[src/rtl/prng_arb_ctrl.sv]
// Round-robin sequencer for the shared 25-bit LFSR PRNG: seed loads and N-shift word requests.
// Optional PRNG_ZERO_GUARD_EN forces all-zero seeds to 1 and adds the seed_zero_err pulse.
module prng_arb_ctrl #(
    parameter int NREQ   = 2,
    parameter int DAT_W  = 25,
    parameter int TYP_W  = 2,
    parameter int STEP_W = 5
) (
    input  logic              clk,
    input  logic              rst_b,
    input  logic              seed_req,
    input  logic [DAT_W-1:0]  seed_dat,
    output logic              seed_ack,
    output logic              seeded,
`ifdef PRNG_ZERO_GUARD_EN
    output logic              seed_zero_err,
`endif
    input  logic [STEP_W-1:0] cfg_steps,
    input  logic [NREQ-1:0]   req_vld,
    output logic [NREQ-1:0]   rsp_vld,
    output logic [DAT_W-1:0]  rsp_dat,
    output logic [TYP_W-1:0]  prng_typ_sel,
    output logic [DAT_W-1:0]  prng_t_dat,
    output logic              prng_t_sel,
    input  logic [DAT_W-1:0]  prng_r_dat,
    output logic [2:0]        dbg_state
);

    localparam int IDX_W = (NREQ > 1) ? $clog2(NREQ) : 1;
    localparam int CW    = IDX_W + 1;

    // Requester handshake: req_vld[i] is a level held until rsp_vld[i]; rsp_vld is a one-cycle
    // one-hot pulse with rsp_dat valid in the same cycle. There is no back-pressure on responses.
    typedef enum logic [2:0] {
        ST_IDLE      = 3'd0,
        ST_SEED_LD   = 3'd1,
        ST_SEED_WAIT = 3'd2,
        ST_SEED_ACK  = 3'd3,
        ST_SHIFT     = 3'd4,
        ST_DRAIN     = 3'd5,
        ST_DONE      = 3'd6
    } state_t;

    state_t              state_q, state_d;
    logic [IDX_W-1:0]    rr_q, rr_d;
    logic [IDX_W-1:0]    gnt_q, gnt_d;
    logic [STEP_W-1:0]   cnt_q, cnt_d;
    logic [DAT_W-1:0]    seed_q, seed_d;
    logic                seeded_q, seeded_d;
    logic                zero_q, zero_d;

    logic                pick_vld;
    logic [IDX_W-1:0]    pick_idx;
    logic [CW-1:0]       cand_w;
    logic [STEP_W-1:0]   steps_n;

    always_ff @(posedge clk) begin
        if (!rst_b) begin
            state_q  <= ST_IDLE;
            rr_q     <= '0;
            gnt_q    <= '0;
            cnt_q    <= '0;
            seed_q   <= '0;
            seeded_q <= 1'b0;
            zero_q   <= 1'b0;
        end else begin
            state_q  <= state_d;
            rr_q     <= rr_d;
            gnt_q    <= gnt_d;
            cnt_q    <= cnt_d;
            seed_q   <= seed_d;
            seeded_q <= seeded_d;
            zero_q   <= zero_d;
        end
    end

    // First requester at or after the round-robin pointer, wrapping at NREQ.
    always_comb begin
        pick_vld = 1'b0;
        pick_idx = '0;
        cand_w   = '0;
        for (int i = 0; i < NREQ; i++) begin
            cand_w = {1'b0, rr_q} + CW'(i);
            if (cand_w >= CW'(NREQ)) begin
                cand_w = cand_w - CW'(NREQ);
            end
            if (!pick_vld && req_vld[cand_w[IDX_W-1:0]]) begin
                pick_vld = 1'b1;
                pick_idx = cand_w[IDX_W-1:0];
            end
        end
    end

    assign steps_n = (cfg_steps == '0) ? STEP_W'(DAT_W) : cfg_steps;

    always_comb begin
        state_d  = state_q;
        rr_d     = rr_q;
        gnt_d    = gnt_q;
        cnt_d    = cnt_q;
        seed_d   = seed_q;
        seeded_d = seeded_q;
        zero_d   = zero_q;
        case (state_q)
            ST_IDLE: begin
                if (seed_req) begin
                    seed_d  = seed_dat;
                    zero_d  = 1'b0;
`ifdef PRNG_ZERO_GUARD_EN
                    if (seed_dat == '0) begin
                        seed_d = DAT_W'(1);
                        zero_d = 1'b1;
                    end
`endif
                    state_d = ST_SEED_LD;
                end else if (pick_vld) begin
                    gnt_d   = pick_idx;
                    cnt_d   = steps_n - STEP_W'(1);
                    state_d = ST_SHIFT;
                end
            end
            ST_SEED_LD:   state_d = ST_SEED_WAIT;
            ST_SEED_WAIT: begin
                seeded_d = 1'b1;
                state_d  = ST_SEED_ACK;
            end
            ST_SEED_ACK:  state_d = ST_IDLE;
            ST_SHIFT: begin
                if (cnt_q == '0) begin
                    state_d = ST_DRAIN;
                end else begin
                    cnt_d = cnt_q - STEP_W'(1);
                end
            end
            ST_DRAIN:     state_d = ST_DONE;
            ST_DONE: begin
                rr_d    = (gnt_q == IDX_W'(NREQ - 1)) ? '0 : gnt_q + IDX_W'(1);
                state_d = ST_IDLE;
            end
            default:      state_d = ST_IDLE;
        endcase
    end

    always_comb begin
        seed_ack     = (state_q == ST_SEED_ACK);
        seeded       = seeded_q;
        rsp_vld      = '0;
        rsp_dat      = '0;
        prng_typ_sel = TYP_W'(0);
        prng_t_sel   = 1'b0;
        prng_t_dat   = seed_q;
        dbg_state    = state_q;
`ifdef PRNG_ZERO_GUARD_EN
        seed_zero_err = (state_q == ST_SEED_ACK) && zero_q;
`endif
        case (state_q)
            ST_SEED_LD: begin
                prng_typ_sel = TYP_W'(2);
                prng_t_sel   = 1'b1;
            end
            ST_SHIFT: prng_typ_sel = TYP_W'(1);
            ST_DONE: begin
                rsp_vld[gnt_q] = 1'b1;
                rsp_dat        = prng_r_dat;
            end
            default: ;
        endcase
    end

endmodule

[config.mk]
export PLATFORM = sky130hd
export DESIGN_NAME = prng_arb_ctrl
export DESIGN_NICKNAME = d
export VERILOG_FILES = /design/src/rtl/prng_arb_ctrl.sv
export SDC_FILE = /design/constraint.sdc
export NUM_CORES = 1
export LEC_CHECK = 0
export CORE_MARGIN = 3
export CORE_UTILIZATION = 35
export DETAILED_ROUTE_END_ITERATION = 16
export HOLD_SLACK_MARGIN = 0.1
export PLACE_DENSITY = 0.81
export SETUP_SLACK_MARGIN = 0.3
export SLEW_MARGIN = 20
export SYNTH_ARGS = -nofsm -noshare
export SYNTH_HDL_FRONTEND = slang
export SYNTH_SLANG_ARGS = --single-unit
[constraint.sdc]
create_clock -name clk -period 3.31 [get_ports clk]
set_clock_uncertainty 0.2 [all_clocks]
set_input_delay 0.662 -clock clk [delete_from_list [all_inputs] [get_ports clk]]
set_output_delay 0.662 -clock clk [all_outputs]
set_load 0.02 [all_outputs]
==> impl_metrics.py <==
metrics = {
    "die": {
        "core_mm2": 0.004786,
        "ios": 120,
        "chipHeight_um": 77.00,
        "rows": 25,
        "dieArea_mm2": 0.005928,
        "initial_utilization_pct": 36.86,
        "die_width_um": 77.00,
    },
    "critical_path": {
        "critical_path.max_stage_delay_ns": 0.62,
        "critical_path_cell_count": 5,
        "critical-path-slowest-cell": "sky130_fd_sc_hd__clkdlybuf4s50_1",
        "regToRegEndpoint": "cnt_q[4]",
        "worst-endpoint-required_ns": 2.45,
        "crit_buf_inv": 2,
        "setup.worst_path.start": "dbg_state[1]",
        "r2r_setup_slk_ns": 0.71,
        "cp_top_family": "buffers and inverters",
        "critPathKind": "flip-flop to output pin",
        "startpoint_type": "flip-flop",
        "timing.critical_path.cells": "nand2_1, nor2_1, buf_4, and2_1, clkdlybuf4s50_1",
        "critical_path_arrival_ns": 1.97,
        "critical_path_peak_fanout": 27,
        "critPathCaptureType": "output pin",
        "critical_path.endpoint": "rsp_dat[15]",
        "r2r_cells": 9,
        "reg2reg_from": "dbg_state[2]",
    },
    "clocking": {
        "tritoncts": "done",
        "clockBufferDepth": 2,
        "number_of_buffers_inserted_during_clock_tree_synthesis": 5,
        "cts.htree.levels": 2,
        "clk_lat_worst_skew_ns": 0.28,
        "root_buffer_selected_by_cts": "sky130_fd_sc_hd__clkbuf_8",
        "clk_transition_reported_paths_ns": 0.07,
        "post_cts_buffers": 0,
        "post_cts_resize_count": 0,
        "hold_buffers": 0,
        "tritoncts_num_sinks": 36,
    },
    "logic_synthesis": {
        "syn_area_mm2": 0.001764,
        "number_of_synthesized_flops_with_an_enable_pin": 0,
        "netlist-cell-type-count": 39,
        "synth_nets": 291,
        "synthesis.area_per_instance_um2": 7.670,
        "synth_cells": 230,
        "ys_async_sr_fraction_pct": 0,
        "yosys_register_bits": 36,
        "yosysWarningCount": 0,
        "synth_flop_cell": "sky130_fd_sc_hd__dfxtp_1",
        "synth_sequential_area_ratio_pct": 40.85,
    },
    "worst_hold_path": {
        "min_from": "prng_t_dat[16]",
        "path_type_of_the_worst_min_delay_path": "flip-flop to flip-flop",
    },
    "grt": {
        "track_usage_pct": 17.48,
        "grt_antenna_before_repair": 0,
        "grt_overflow_total": 0,
        "global_route_wire_length_before_repair_um": 8583,
        "via_count_of_the_first_global_routing_pass": 1804,
        "grt_start_max_net_pins": 28,
    },
    "route": {
        "detail_route.wl_per_cell_um": 12.56,
        "dr_total_vias": 1994,
        "ant_nets": 0,
        "finalWirelength_um": 5198,
        "detailedRoute.firstIterationViolations": 88,
        "drt_drc_violations_left": 0,
        "vias_per_cell": 4.816,
        "drtPass1Iterations": 4,
    },
    "sta": {
        "hold_ws_ns": 0.2538,
        "timing_worst_slew_pin_value_ns": 0.8125,
        "slew_headroom_pct": 45.70,
        "rsz_0062_raised_after_global_routing": "false",
        "finalMaxSlewViolations": 0,
        "max_clock_freq_mhz": 353.1,
        "timing.final.crit_period_ns": 2.832,
        "hold_viol": 0,
        "final-setup-viol-count": 0,
        "setup_tns_ns": 0,
        "post_route_clock_period_utilization_pct": 85.57,
    },
    "power": {
        "ir_drop_mv": 0.3183,
        "cellPowerDensity_mw_per_mm2": 416.2,
        "cell_internal_pwr_uw": 857.9,
        "clock_share_of_power_pct": 23.6,
        "static-leakage-power_nw": 1.165,
        "total_switching_power_uw": 428.0,
        "pwr-share-seq_pct": 40.6,
        "combinationalPowerShare_pct": 35.7,
        "netSwitchingFraction_pct": 33.28,
    },
    "placed_design": {
        "place_hpwl_um": 3978,
        "finalWeightedCongestion": 0.8985,
        "io_buffer_count": 119,
    },
    "finish": {
        "flow.area_growth_from_synthesis_pct": 75.11,
        "n_antenna_cell": 0,
        "ratio_of_cells_with_drive_above_1_in_the_final_layout_pct": 5.764,
        "nNetsFinal": 407,
    },
    "run_status": {
        "status": "finished, final reports clean",
    },
    "flow_run": {
        "max-cap-violations": 0,
    },
}
-- per-stage QoR --
| step | cells | setup slack [ns] | total power, mW | util [%] | instance area [um2] |
|---|---|---|---|---|---|
| 6_report | 414 | 0.4778 | 1.286 | 64.55 | 3089 |
| 5_1_grt | 414 | 0.3213 | 1.367 | 64.55 | 3089 |
| 4_1_cts | 414 | 0.3216 | 1.293 | 64.47 | 3085 |
| 3_5_place_dp | 406 | 0.2194 | 0.9898 | 62.64 | 2998 |
| 3_3_place_gp | 406 | 0.3225 | 0.9854 | 62.64 | 2998 |
| 2_1_floorplan | 230 | 0.6222 | 0.7824 | - | 1764 |
-- state kept, by name, indices dropped and copies added (netlist names) --
name and cells:
dbg_state 3, cnt_q 5, rr_q 1, seeded 1
gnt_q 1, prng_t_dat 25
-- cell usage in the layout (no fill, tap or decap), types with 2 or more instances in the layout --
cell type | Yosys | routed
sky130_fd_sc_hd__clkdlybuf4s50_1 | 0 | 119
sky130_fd_sc_hd__nand2_1 | 57 | 57
sky130_fd_sc_hd__dfxtp_1 | 36 | 35
sky130_fd_sc_hd__a21oi_1 | 31 | 31
sky130_fd_sc_hd__and2_1 | 27 | 27
sky130_fd_sc_hd__nor2_1 | 9 | 9
sky130_fd_sc_hd__nor3_1 | 8 | 8
sky130_fd_sc_hd__inv_1 | 5 | 5
sky130_fd_sc_hd__nor4_1 | 5 | 5
sky130_fd_sc_hd__clkbuf_8 | 0 | 5
sky130_fd_sc_hd__buf_4 | 1 | 4
sky130_fd_sc_hd__o21ai_0 | 3 | 3
sky130_fd_sc_hd__mux2i_1 | 3 | 3
sky130_fd_sc_hd__and3_1 | 3 | 3
sky130_fd_sc_hd__nand2b_1 | 2 | 2
sky130_fd_sc_hd__or4_1 | 2 | 2
sky130_fd_sc_hd__o32a_1 | 2 | 2
sky130_fd_sc_hd__a31oi_1 | 2 | 2
sky130_fd_sc_hd__clkinv_2 | 0 | 2
-- cell usage after synthesis (2+ instances only) --
master / instances / area share (%)
sky130_fd_sc_hd__and3_1: 3 / 1.1
sky130_fd_sc_hd__nand2_1: 57 / 12
sky130_fd_sc_hd__a21oi_1: 31 / 8.8
sky130_fd_sc_hd__clkbuf_1: 11 / 2.3
sky130_fd_sc_hd__inv_1: 5 / 1.1
sky130_fd_sc_hd__o32a_1: 2 / 1.1
sky130_fd_sc_hd__a31oi_1: 2 / 0.71
sky130_fd_sc_hd__buf_6: 2 / 1.3
sky130_fd_sc_hd__nor3_1: 8 / 2.3
sky130_fd_sc_hd__or4_1: 2 / 0.85
sky130_fd_sc_hd__mux2i_1: 3 / 1.7
sky130_fd_sc_hd__o21ai_0: 3 / 0.85
sky130_fd_sc_hd__dfxtp_1: 36 / 41
sky130_fd_sc_hd__and2_1: 27 / 9.6
sky130_fd_sc_hd__nor4_1: 5 / 1.8
sky130_fd_sc_hd__nor2_1: 9 / 1.9
sky130_fd_sc_hd__nand2b_1: 2 / 0.71
-- worst min path at each step --
stage          slack (ns)  cells after the start        endpoint
6_report             0.25                      2  prng_t_dat[16]
5_1_grt              0.27                      2   prng_t_dat[7]
4_1_cts              0.26                      2  prng_t_dat[22]
3_5_place_dp         0.25                      2  prng_t_dat[22]
3_3_place_gp         0.24                      2  prng_t_dat[14]
2_1_floorplan        0.27                      2           gnt_q
-- final cells by class --
class / count / area (um2)
Clock buffer: 5 / 68.82
Clock inverter: 3 / 18.77
Fill cell: 413 / 1697
Inverter: 6 / 25.02
Multi-Input combinational cell: 174 / 949.7
Sequential cell: 36 / 721.9
Tap cell: 67 / 83.83
Timing Repair Buffer: 123 / 1221
-- cell families after synthesis --
group / synth area share (%)
compound gates: 17.31
fa+ha+maj: 0.7091
buf+inv: 5.461
flops: 40.85
mux: 1.702
simple gates: 33.97
-- per-layer routing --
metal / share of wire [%] / up-vias / track usage [%]
li1: - / 1015 / -
met1: 43 / 863 / 21.37
met2: 42 / 107 / 27.26
met3: 14 / 9 / 8.920
met4: 1.1 / 0 / 4.270
met5: 0 / - / 0
-- worst reg2reg max path, delay by kind of cell (launching register included) --
| kind | cells | cell delay, ns |
|---|---|---|
| and+or+nand+nor | 4 | 1.15 |
| AOI/OAI and AO/OA | 2 | 0.30 |
| DFF | 1 | 0.42 |
| buffers and inverters | 2 | 0.19 |
| adders and majority gates | 1 | 0.26 |
-- power groups by stage --
stage	clock network, mW	logic [mW]	registers [mW]
final	0.304	0.460	0.522
after global routing	0.335	0.504	0.528
after CTS	0.311	0.461	0.521
after detailed placement	0	0.459	0.530
after global placement	0	0.457	0.529
after floorplan	0	0.213	0.569
Note: power is estimated with default switching activity, not from simulation.
